--- src/rtl/video_timing.sv ---
// Raster timing generator: signed pixel/line counters with blanking at negative
// coordinates, plus registered sync, blank and frame-start strobes aligned to the counters.
module video_timing #(
  parameter int HACTIVE  = 800,
  parameter int HFP      = 40,
  parameter int HSYNC    = 128,
  parameter int HBP      = 88,
  parameter int VACTIVE  = 600,
  parameter int VFP      = 1,
  parameter int VSYNC    = 4,
  parameter int VBP      = 23,
  parameter bit SYNC_POL = 1'b1
) (
  input  logic               clk,
  input  logic               rst,
  input  logic               en,
  output logic signed [10:0] spotX,
  output logic signed [10:0] spotY,
  output logic               hsync,
  output logic               vsync,
  output logic               blank,
  output logic               frame_start
);

  localparam int HB = HFP + HSYNC + HBP;
  localparam int VB = VFP + VSYNC + VBP;

  localparam logic signed [10:0] X_FIRST  = 11'(-HB);
  localparam logic signed [10:0] X_LAST   = 11'(HACTIVE - 1);
  localparam logic signed [10:0] HS_FIRST = 11'(-HSYNC - HBP);
  localparam logic signed [10:0] HS_LAST  = 11'(-HBP - 1);
  localparam logic signed [10:0] Y_FIRST  = 11'(-VB);
  localparam logic signed [10:0] Y_LAST   = 11'(VACTIVE - 1);
  localparam logic signed [10:0] VS_FIRST = 11'(-VSYNC - VBP);
  localparam logic signed [10:0] VS_LAST  = 11'(-VBP - 1);
  localparam logic signed [10:0] ZERO     = 11'sd0;

  logic signed [10:0] x_next;
  logic signed [10:0] y_next;
  logic               x_wrap;
  logic               frame_wrap;
  logic               hs_next;
  logic               vs_next;
  logic               blank_next;

  // Decode regions from the next coordinates so the strobes land with the counters.
  always_comb begin
    x_wrap     = (spotX == X_LAST);
    frame_wrap = x_wrap && (spotY == Y_LAST);
    x_next     = x_wrap ? X_FIRST : spotX + 11'sd1;
    y_next     = spotY;
    if (x_wrap) begin
      y_next = (spotY == Y_LAST) ? Y_FIRST : spotY + 11'sd1;
    end
    hs_next    = (x_next >= HS_FIRST) && (x_next <= HS_LAST);
    vs_next    = (y_next >= VS_FIRST) && (y_next <= VS_LAST);
    blank_next = (x_next < ZERO) || (y_next < ZERO);
  end

  always_ff @(posedge clk or posedge rst) begin
    if (rst) begin
      spotX       <= X_FIRST;
      spotY       <= Y_FIRST;
      hsync       <= ~SYNC_POL;
      vsync       <= ~SYNC_POL;
      blank       <= 1'b1;
      frame_start <= 1'b0;
    end else if (en) begin
      spotX       <= x_next;
      spotY       <= y_next;
      hsync       <= hs_next ? SYNC_POL : ~SYNC_POL;
      vsync       <= vs_next ? SYNC_POL : ~SYNC_POL;
      blank       <= blank_next;
      frame_start <= frame_wrap;
    end else begin
      frame_start <= 1'b0;
    end
  end

endmodule

--- config.mk ---
export PLATFORM = sky130hd
export DESIGN_NAME = video_timing
export DESIGN_NICKNAME = d
export VERILOG_FILES = /design/src/rtl/video_timing.sv
export SDC_FILE = /design/constraint.sdc
export NUM_CORES = 1
export LEC_CHECK = 0
export BUFFER_PORTS_ARGS = -buffer_cell sky130_fd_sc_hd__buf_2
export CELL_PAD_IN_SITES_DETAIL_PLACEMENT = 1
export CELL_PAD_IN_SITES_GLOBAL_PLACEMENT = 1
export CORE_MARGIN = 2
export CORE_UTILIZATION = 45
export DETAILED_ROUTE_END_ITERATION = 10
export PLACE_DENSITY = 0.84
export SLEW_MARGIN = 20
export SYNTH_ARGS = -nofsm -noshare
export SYNTH_HDL_FRONTEND = slang
export SYNTH_SLANG_ARGS = --single-unit
--- constraint.sdc ---
create_clock -name clk -period 3.6 [get_ports clk]
set_clock_uncertainty 0.05 [all_clocks]
set_input_delay 0.9 -clock clk [delete_from_list [all_inputs] [get_ports clk]]
set_output_delay 0.9 -clock clk [all_outputs]
set_load 0.005 [all_outputs]
Yosys cells after proc, flatten, opt, wreduce, memory -nomap -nowiden:

Index checks and enable logic that the tools add are counted.

* $lt $le $gt $ge: 6
* reduce and logical (&&, ||, !) cells: 4
* multiplexer cells: 6
* equal/unequal tests: 2
* add/sub/neg operators: 2

Operator list (number)
* 2-to-1 mux 11 bit: 3
* adder 11 x 2 -> 11 bit, second input constant: 2
* equality test 11 bit, second input constant: 2
* < comparator 11 x 1 -> 1 bit, second input constant: 2
* greater-or-equal comparator 11 x 6 -> 1 bit, second input constant: 1
* greater-or-equal comparator 11 x 9 -> 1 bit, second input constant: 1
* less-or-equal comparator 11 x 6 -> 1 bit, second input constant: 1
* less-or-equal comparator 11 x 8 -> 1 bit, second input constant: 1
* logical AND 1 bit: 3
* 2-to-1 mux 1 bit: 3
* logical OR 1 bit: 1

* flip-flop bits (word level): 26
* input port bits: 3
* output and inout port bits: 26
* logic and storage cells: 26

Depth between registers and ports, before layout:

* depth in word-level cells: 6
* mapped depth: 9
* mapped depth without buffers: 8

Least setup slack after synthesis:

OpenSTA, ideal clock, no wires.

* path type: reg-to-reg
* from: reg spotX[1]
* to: reg vsync
* library setup time: 75 ps
* period minus slack after synthesis: 2431 ps
* slack: 1169 ps
* data arrival time: 2306 ps
* buffers on the path: 2
* cell stages (with the launch flop): 10
* data required time: 3475 ps
* cells stage by stage: dfrtp_1 ha_1 clkbuf_1 nand4_1 or3_4 buf_6 o41ai_2 a221o_2 o211ai_2 o2bb2ai_2

* longest elaborated chain between the ends: 5
* elaborated cells on any way between the ends: 6
* those cells by class: order compare: 2; eq/ne: 1; mux: 2; reduce/logical: 1

Ends and longest elaborated chain
* start: declaration: line 17 `output logic signed [10:0] spotX,`
* start signal: assignment: line 69 `spotX <= x_next;`
* equality test 11 bit *: line 48 `x_wrap = (spotX == X_LAST);`
* 2-to-1 mux 11 bit *: line 52 `if (x_wrap) begin`
* greater-or-equal comparator 11 x 6 -> 1 bit / less-or-equal comparator 11 x 6 -> 1 bit (equally long branches): line 56 `vs_next = (y_next >= VS_FIRST) && (y_next <= VS_LAST);`
* logical AND 1 bit *: line 56
* 2-to-1 mux 1 bit *: line 72 `vsync <= vs_next ? SYNC_POL : ~SYNC_POL;`
* end signal: assignment: line 65 `vsync <= ~SYNC_POL;`
* end signal: assignment: line 72
* end: declaration: line 20 `output logic vsync,`

Every way passes the cells marked *; elsewhere a longest branch is shown, timed or not.
A chain may end at the register's enable or synchronous reset.

Final worst setup path:

* from: reg spotX[6]
* to: reg vsync

The elaborated chain is that of the path after synthesis.

==> Flow_metrics.wiki <==
{| class="wikitable"
! Metric !! Value
|-
| Worst-path cell with the longest stage delay || sky130_fd_sc_hd__or4_4
|-
| Die Area || between 4000 and 5000 um^2
|-
| Library cell used as clock root buffer || sky130_fd_sc_hd__clkbuf_8
|-
| Drt first pass iters || 4
|-
| CP startpoint kind || register
|-
| Crit Path Max Fanout || 14
|-
| Initial standard-cell utilization of the core || 0.467
|-
| Fin nets || between 200 and 250
|-
| Routability Congestion || 0.844
|-
| Path type of the worst setup path || reg2reg
|-
| MaxCap Viol Count || 0
|-
| Main combinational cell family by area after synthesis || simple AND/OR/NAND/NOR gates
|-
| Crit-path leading delay family || simple AND/OR/NAND/NOR gates
|-
| Largest stage delay, worst path || ~0.65 ns
|-
| Area taken by multi-input logic gates || between 1000 and 1500 um^2
|-
| Wire length of the first global-routing pass || ~8400 um
|-
| Pwr per Cell Area || ~460 nW/um^2
|-
| Core area || just under 4000 um^2
|-
| Compound-cell area share of the yosys netlist || 0.200
|-
| Worst ir drop on vdd || roughly 0.16 mV
|-
| Number of buffers inserted by hold repair at cts || 0
|-
| Avg Inst Size Synth || roughly 8.5 um^2
|-
| GR Overflow Total || 0
|-
| Normalized max-slew margin || 0.345
|-
| Clock tree from TritonCTS || built
|-
| Fraction of the yosys area taken by sequential cells || 0.359
|-
| Final Non-Filler Cells || approximately 280
|-
| Half-perimeter wire length after placement || ~3700 um
|-
| Height of the die || a little under 70 um
|-
| Type of the tightest min-delay check || reg2reg
|-
| Clock latency at the later pin of the worst-skew pair || approximately 0.28 ns
|-
| Post-route setup TNS || 0 ns
|-
| Chip Width || around 68 um
|-
| Number of cell rows || 23
|-
| Unrepaired setup endpoints after global routing || no
|-
| Layout cells sized above 1 || 0.237
|-
| CTS clock-pin slew for the worst setup and hold paths || roughly 0.10 ns
|-
| Pre-CTS worst setup slack || slightly above 1 ns
|-
| Synthesized-area fraction occupied by adder cells || 0.0203
|-
| Number of instances in the synthesized netlist || about 220
|-
| Number of levels the H-tree was split into || 1
|-
| Final min period || around 2.6 ns
|-
| # resized after CTS || 0
|-
| Final period util || 0.728
|-
| Starting DRC count in detailed routing || roughly 120
|-
| Number of buffers created by CTS || 3
|-
| Port Buffers || 28
|-
| Total of flip-flops plus latches after synthesis || 26
|-
| Cell type contributing the most total cell area after synthesis || sky130_fd_sc_hd__dfrtp_1
|-
| Post-synthesis share of cell area spent on xor and xnor gates || 0.0851
|-
| Required time of the worst setup path || between 3 and 4 ns
|-
| Cell area after placement || between 1500 and 2000 um^2
|-
| Number of sinks on the clock net || 26
|-
| Buffers & Inverters on Critical Path || 0
|-
| Fmax || ~0.38 GHz
|-
| Crit-path cells || or4_4 > or3_4 > nor2_1 > o211ai_1 > o21a_1 > o2bb2ai_2
|-
| Max Root-Sink Buffers || 2
|-
| Final hold violations || 0
|-
| Post-route cell area || roughly 2000 um^2
|-
| Static leakage || between 0.8 and 0.9 nW
|-
| IO Count || 29
|-
| Proportion of netlist area held by the largest area contributor || 0.203
|-
| Filler Cells Inserted || roughly 500
|-
| Simple-gate portion of the synthesized area || 0.248
|-
| Worst-margin pin slew || 0.977 ns
|-
| Number of slew-limit violations in the final report || 0
|-
| Initial antenna violation count || 0
|-
| Worst Slack Setup Final || 0.978 ns
|-
| Ant diodes || 0
|-
| DR DRC count || 0
|-
| Async S/R FF share, synth || 1.00
|-
| Ratio of routed vias to standard cells || roughly 6.0
|-
| Most instantiated cells after synthesis || sky130_fd_sc_hd__nand2_1, sky130_fd_sc_hd__o21ai_0, sky130_fd_sc_hd__dfrtp_1, sky130_fd_sc_hd__nand3_1
|-
| Run status || completed
|-
| Most frequently used flop master after synthesis || sky130_fd_sc_hd__dfrtp_1
|-
| Synth unique cells || 53
|-
| Post-Syn Area || around 1900 um^2
|-
| Count of antenna-violating nets left after detailed routing || 0
|-
| Average routed wire per standard cell || approximately 18 um
|-
| Setup Fix Bufs, Post-CTS || 0
|-
| Hold WS || ~0.48 ns
|-
| Instance count after placement with tap cells included || between 200 and 300
|-
| Mux cell area share after synthesis || 0.0230
|-
| Aggregate routed wire length || 4950 um
|-
| Most repeated cell in the gate-level netlist after synthesis || sky130_fd_sc_hd__nand2_1
|-
| Type of destination of the critical path || register
|-
| Maximum number of pins on one net before global-route repair || 27
|-
| Number of enable flip-flop cells after synthesis || 0
|-
| Area used by sequential logic in the layout || roughly 660 um^2
|-
| Total number of yosys warnings || 0
|-
| Count of endpoints failing setup in the final report || 0
|-
| Total via count after detailed routing || about 1700
|-
| Syn nets || about 220
|-
| Internal reg-to-reg setup slack || 0.98 ns
|-
| Tot GR Track Use || 0.240
|-
| Data arrival at the endpoint of the critical path || ~2.8 ns
|-
| Most area-consuming cells after synthesis || sky130_fd_sc_hd__dfrtp_1, sky130_fd_sc_hd__dfstp_2, sky130_fd_sc_hd__xnor2_1, sky130_fd_sc_hd__nand2_1, sky130_fd_sc_hd__o21ai_0
|-
| Via count of the first global-routing pass || approximately 1700
|-
| Area added between synthesis and finish || 9.59%
|}
## power breakdown
part,total [mW],switching (mW),internal (mW)
Clock,0.197,0.0993,0.0981
Combinational,0.287,0.152,0.135
Sequential,0.445,0.110,0.335
Total,0.929,0.361,0.568
## state kept, by name, indices dropped and copies added, names as in the netlist
name	flops
blank	1
frame_start	1
hsync	1
spotX	11
spotY	11
vsync	1
## layout make-up
class                   count  area share
clock buffers               4      0.0271
flip-flops and latches     26       0.327
repair buffers             30      0.0764
multi-input cells         165       0.526
well taps                  50      0.0308
inverters                   7      0.0129
## kinds of logic after synthesis
group	count (synthesis)
and+or+nand+nor	86
AOI/OAI and AO/OA	54
buffers and inverters	26
DFF	26
xor gates and xnor gates	18
muxes	4
adders and majority gates	3
## through the flow
stage                      util  power, mW
after floorplan               -      0.663
after global placement    0.497      0.722
after detailed placement  0.497      0.738
after CTS                 0.511      0.934
after global routing      0.511      0.994
final                     0.511      0.929
## worst register-to-register path: stages, from the launching register on
cell	delay [ns]
sky130_fd_sc_hd__dfrtp_1	0.58
sky130_fd_sc_hd__or4_4	0.66
sky130_fd_sc_hd__or3_4	0.48
sky130_fd_sc_hd__nor2_1	0.34
sky130_fd_sc_hd__o211ai_1	0.13
sky130_fd_sc_hd__o21a_1	0.21
sky130_fd_sc_hd__o2bb2ai_2	0.11
## routing by layer
layer / global-route usage / up-vias / share of wire
met5: 0 / - / 0
met2: 0.385 / 35 / 0.48
met3: 0.0313 / 14 / 0.027
met1: 0.326 / 819 / 0.46
li1: - / 825 / -
met4: 0.0950 / 0 / 0.026
## worst paths after layout
path	depth (start not counted)	end	start
max	6	vsync	spotX[6]
min	1	spotY[9]	spotY[9]
max reg2reg	6	vsync	spotX[6]
min reg2reg	1	spotY[9]	spotY[9]
max in group asynchronous	2	vsync	rst
min in group asynchronous	2	spotY[3]	rst
## layout by cell type, fill, tap and decap left out, types with 2 or more instances in the layout
cell type,synthesis,final
sky130_fd_sc_hd__a21oi_1,12,12
sky130_fd_sc_hd__a41oi_1,2,2
sky130_fd_sc_hd__and3_1,8,8
sky130_fd_sc_hd__buf_2,1,28
sky130_fd_sc_hd__buf_4,0,2
sky130_fd_sc_hd__clkbuf_8,0,4
sky130_fd_sc_hd__dfrtp_1,15,15
sky130_fd_sc_hd__dfstp_2,11,11
sky130_fd_sc_hd__ha_1,3,3
sky130_fd_sc_hd__inv_1,7,6
sky130_fd_sc_hd__mux2_2,2,2
sky130_fd_sc_hd__mux2i_1,2,2
sky130_fd_sc_hd__nand2_1,22,22
sky130_fd_sc_hd__nand3_1,15,15
sky130_fd_sc_hd__nand4_1,7,7
sky130_fd_sc_hd__nor2_1,13,13
sky130_fd_sc_hd__nor3_1,3,3
sky130_fd_sc_hd__nor3b_1,2,2
sky130_fd_sc_hd__nor4_1,5,5
sky130_fd_sc_hd__o211ai_1,2,2
sky130_fd_sc_hd__o21a_1,2,2
sky130_fd_sc_hd__o21ai_0,16,16
sky130_fd_sc_hd__o31ai_1,3,3
sky130_fd_sc_hd__or4_1,2,2
sky130_fd_sc_hd__xnor2_1,14,14
sky130_fd_sc_hd__xor2_1,4,4
No activity file was read; power rests on OpenSTA's default activity.
